--- src/rtl/mux_scan_pkg.sv ---
// Shared definitions for the 4:1 mux scanner: state encoding and channel geometry.
package mux_scan_pkg;

    // FSM state encoding
    localparam logic [0:0] ST_IDLE = 1'b0;
    localparam logic [0:0] ST_SCAN = 1'b1;

    // Channel geometry of the scanned mux
    localparam int NCH   = 4;
    localparam int SEL_W = 2;

    // Index of the last channel in a frame
    localparam logic [SEL_W-1:0] SEL_LAST = SEL_W'(NCH - 1);

endpackage

--- src/rtl/mux_scan_ctrl_dwell_counter.sv ---
// Dwell counter: counts clock cycles spent on one channel and flags the last one.
// tc is combinational so the capture happens on the same edge the count wraps.
module dwell_counter #(
    parameter int DWELL = 4
) (
    input  logic clk,
    input  logic rst,
    input  logic clear,
    input  logic en,
    output logic tc
);

    localparam int CW = (DWELL > 1) ? $clog2(DWELL) : 1;
    localparam logic [CW-1:0] LAST = CW'(DWELL - 1);

    logic [CW-1:0] count_q;
    logic [CW-1:0] count_d;

    assign tc = (count_q == LAST);

    // Next count: hold at zero when cleared, wrap at terminal count, never exceed DWELL-1
    always_comb begin
        count_d = count_q;
        if (clear) begin
            count_d = '0;
        end else if (en) begin
            count_d = tc ? '0 : count_q + CW'(1);
        end
    end

    // Count register
    always_ff @(posedge clk or posedge rst) begin
        if (rst) begin
            count_q <= '0;
        end else begin
            count_q <= count_d;
        end
    end

endmodule

--- src/rtl/mux_scan_ctrl.sv ---
// Scan controller for a 4:1 mux: steps sel through channels 0..3, holding each for
// DWELL cycles, samples y_in on the last cycle of each dwell and emits the
// reassembled 4-bit frame with a one-cycle valid strobe.
// busy is the FSM state itself (high exactly in SCAN).
module mux_scan_ctrl
    import mux_scan_pkg::*;
#(
    parameter int DWELL = 4,
    parameter int NCH_P = NCH
) (
    input  logic             clk,
    input  logic             rst,
    input  logic             start,
    input  logic             cont,
    input  logic             y_in,
    output logic [SEL_W-1:0] sel,
    output logic [NCH-1:0]   data_out,
    output logic             valid,
    output logic             busy
);

    logic [0:0]       state_q, state_d;
    logic [SEL_W-1:0] sel_q, sel_d;
    logic [NCH-1:0]   frame_q, frame_d;
    logic [NCH-1:0]   data_q, data_d;
    logic             valid_q, valid_d;
    logic             tc;

    // Counter runs only while scanning and is held at zero in IDLE, so a scan
    // always starts with a full dwell on channel 0.
    dwell_counter #(.DWELL(DWELL)) u_dwell (
        .clk   (clk),
        .rst   (rst),
        .clear (state_q == ST_IDLE),
        .en    (state_q == ST_SCAN),
        .tc    (tc)
    );

    // Next-state logic: start launches a scan; each terminal count captures one
    // channel; the last channel publishes the frame and consults cont.
    always_comb begin
        state_d = state_q;
        sel_d   = sel_q;
        frame_d = frame_q;
        data_d  = data_q;
        valid_d = 1'b0;
        case (state_q)
            ST_IDLE: begin
                sel_d = '0;
                if (start) begin
                    state_d = ST_SCAN;
                    frame_d = '0;
                end
            end
            default: begin
                if (tc) begin
                    frame_d[sel_q] = y_in;
                    if (sel_q != SEL_LAST) begin
                        sel_d = sel_q + SEL_W'(1);
                    end else begin
                        data_d  = {y_in, frame_q[NCH-2:0]};
                        valid_d = 1'b1;
                        sel_d   = '0;
                        frame_d = '0;
                        if (!cont) begin
                            state_d = ST_IDLE;
                        end
                    end
                end
            end
        endcase
    end

    // State and output registers; reset discards any partial frame
    always_ff @(posedge clk or posedge rst) begin
        if (rst) begin
            state_q <= ST_IDLE;
            sel_q   <= '0;
            frame_q <= '0;
            data_q  <= '0;
            valid_q <= 1'b0;
        end else begin
            state_q <= state_d;
            sel_q   <= sel_d;
            frame_q <= frame_d;
            data_q  <= data_d;
            valid_q <= valid_d;
        end
    end

    assign sel      = sel_q;
    assign data_out = data_q;
    assign valid    = valid_q;
    assign busy     = (state_q == ST_SCAN);

endmodule

--- config.mk ---
export PLATFORM = sky130hd
export DESIGN_NAME = mux_scan_ctrl
export DESIGN_NICKNAME = d
export VERILOG_FILES = /design/src/rtl/mux_scan_pkg.sv /design/src/rtl/mux_scan_ctrl_dwell_counter.sv /design/src/rtl/mux_scan_ctrl.sv
export SDC_FILE = /design/constraint.sdc
export NUM_CORES = 1
export LEC_CHECK = 0
export CAP_MARGIN = 20
export CORE_ASPECT_RATIO = 1.25
export CORE_MARGIN = 10
export CORE_UTILIZATION = 40
export DETAILED_ROUTE_END_ITERATION = 16
export PLACE_DENSITY_LB_ADDON = 0.2
export SETUP_SLACK_MARGIN = 0.02
export SYNTH_ARGS = -nofsm -noshare
export SYNTH_HDL_FRONTEND = slang
export SYNTH_SLANG_ARGS = --single-unit
export TNS_END_PERCENT = 100
--- constraint.sdc ---
create_clock -name clk -period 1.3 [get_ports clk]
set_input_delay 0.39 -clock clk [delete_from_list [all_inputs] [get_ports clk]]
set_output_delay 0.39 -clock clk [all_outputs]
set_load 0.02 [all_outputs]
==> reports/metrics.cfg, run 1 <==
[outcome]
outcome = finished, final reports clean

[power]
p_seq_frac = 0.321
switchingPower_uw = 773
combPwrFrac = 0.557
power.leakage_uw = 0.000465
ir_drop_mv = 1.29
p_per_area_nw_per_um2 = 2230
p_int_uw = 1260
p_clk_frac = 0.122
p_sw_frac = 0.380

[logic_synthesis]
synth_edf_count = 0
netlist_instances = 53
synth.avg_cell_area_um2 = 12.8
synth-seq-cells = 13
yosysUniqueCellTypes = 20
synth_top_cells_by_count = dfrtp_1 (13), ha_1 (7), mux2_4 (5), nor2_1 (5), inv_1 (4)
ys_warn_count = 0
synth_flop_cell = dfrtp_1
syn-num-nets = 65
yosys.area.top_type = dfrtp_1
syn_area_um2 = 677
synth_top_area_frac = 0.481
yosysSeqAreaShare = 0.481
yosys-top-cells-area = dfrtp_1 (48%), ha_1 (13%), mux2_4 (11%), mux2i_1 (3.0%), nor2_1 (2.8%)
ys_async_sr_fraction = 1.00
synth_most_common_cell = dfrtp_1

[floorplan]
fp-row-count = 16
start_util = 0.428
die_h_um = 66.0
fp.dieW_um = 56.8
die_area_um2 = 3750
num_io_pins = 13
core_um2 = 1580

[finish]
finalCoreUtilization = 0.578
diodes = 0
drive_gt1_frac = 0.487
syn2layout_area_growth_pct = 34.9
final_nets = 91

[sta]
skew_ns = 0.00275
setup_tns_ns = 0
min_period_over_period = 0.950
finalHoldViolCount = 0
maxSlewHeadroom = 0.848
period_needed_ns = 1.24
slew_viol_final = 0
worst_slew_pin_slew_ns = 0.226
setup_viol = 0
rsz0062_at_grt = false
max_freq_ghz = 0.810

[setup_path]
rr_endpoint = data_out[1]
arrival_ns = 1.40
reg2reg_from = sel[1]
worst-setup-path-type = reg2reg
startpoint_type = flip-flop
crit_required_ns = 1.46
r2r_setup_slack_ns = 0.06
r2r_cells = 4
cp-end-kind = flip-flop
path_max_fanout = 5

[drt]
met2_length_um = 671
drc = 0
met3_length_um = 109
drtIter0Drc = 3
routed_via_density = 4.77
routed_wl_mm = 1.37
ant_nets = 0
avgRoutedWirePerCell_um = 14.2
topRoutingLayerUsed = met4
wl_met1_um = 548
via_count = 458
firstDrtPassIters = 3

[clock_network]
root_buffer = clkbuf_4
hold_buffers = 0
clk_path_buf_depth = 2
htreeDepth = 1
clk_pin_slew_ns = 0.08
numCtsBuffers = 3
clock_latency_ns = 0.27
post_cts_buffers = 0
clock-sinks = 13
cts_tree = done

[placement]
dp_hpwl_mm = 1.06
gp_routability_congestion = 0.712
io_buffers = 12

[global_route]
grt_overflow = 0
grt_use_total = 0.0780
grt_pass1_vias = 481
grt_max_degree = 14
grt_pass1_wl_mm = 2.28
antenna_found_initial = 0

[hold_path]
min_path_type = in2async

[flow_run]
max_cap_viol_count = 0

[kinds of logic after synthesis]
logic type | share of synthesized area
fa+ha+maj | 0.129
flops | 0.481
buf+inv | 0.0443
simple gates | 0.128
compound gates | 0.0776
mux | 0.140
[metal layers]
layer / up-vias / GRT usage
met5: - / 0
met4: 0 / 0.0529
met3: 4 / 0.0308
met2: 11 / 0.125
met1: 212 / 0.0828
li1: 231 / -
[registers in the layout, summed over array words and instances, names as in the netlist]
signal,flops
u_dwell.count_q,2
data_out,4
frame_q,3
sel,2
busy,1
valid,1
[critical path, cell delays in order (launching register included)]
cell	delay, ns
dfrtp_2	0.40
buf_4	0.16
ha_4	0.17
nand3_4	0.09
mux2_4	0.31
[how the worst max path moves through the flow]
stage / startpoint / end / slack, ns / cells after the start
final: sel[1] / data_out[1] / 0.06 / 4
after global routing: sel[1] / frame_q[0] / 0.02 / 5
after CTS: sel[0] / frame_q[1] / 0.01 / 4
after detailed placement: y_in / frame_q[1] / -0.16 / 3
after global placement: start / frame_q[0] / -0.13 / 4
after floorplan: sel[0] / data_out[0] / 0.04 / 3
[power by group through the flow]
stage          combinational [µW]  clock (µW)  sequential [µW]
3_5_place_dp                 1140           0              664
3_3_place_gp                 1120           0              659
4_1_cts                      1070         264              654
6_report                     1130         248              654
5_1_grt                      1260         271              676
2_1_floorplan                 541           0              801
[final cells by class]
type,instances,area (µm²)
flip-flops and latches,13,328
repair buffers,22,159
inverters,5,18.8
fillers,143,668
multi-input cells,34,359
clock buffers,4,26.3
well taps,18,22.5
[placed cells by master (no fill, tap or decap), drive strengths merged]
cell           count
buf               18
dfrtp             13
ha                 7
mux2               5
nor2               5
inv                5
clkdlybuf4s50      4
clkbuf             4
nand3              3
mux2i              2
a22o               2
nand2b             2
o21ai              2
nand2              1
o41ai              1
and4b              1
and2               1
and3               1
a21oi              1
[metrics by stage]
| step | total power [µW] | hold slack [ns] | cell area, µm² | worst slack (ns) | cells |
|---|---|---|---|---|---|
| after CTS | 1990 | 0.411 | 877 | 0.0143 | 96 |
| after global placement | 1780 | 0.495 | 886 | -0.132 | 92 |
| after global routing | 2210 | 0.423 | 913 | 0.0215 | 96 |
| after floorplan | 1340 | 0.267 | 679 | 0.0420 | 53 |
| after detailed placement | 1800 | 0.498 | 886 | -0.162 | 92 |
| final | 2030 | 0.405 | 913 | 0.0647 | 96 |
[timing repair]
action	CTS	global route
endpoints found under the hold margin	0	0
pin swaps	1	0
setup endpoints to repair	14	6
resized for setup	34	6
(Power assumes the default switching activity.)
==> inputs of run 2 (changes only) <==
--- a/config.mk
+++ b/config.mk
@@ -12,6 +12,7 @@
 export DETAILED_ROUTE_END_ITERATION = 16
 export PLACE_DENSITY_LB_ADDON = 0.2
 export SETUP_SLACK_MARGIN = 0.02
+export SLEW_MARGIN = 10
 export SYNTH_ARGS = -nofsm -noshare
 export SYNTH_HDL_FRONTEND = slang
 export SYNTH_SLANG_ARGS = --single-unit
==> results of run 2 <==
Final layout, timing and power as in run 1 (identical DEF).
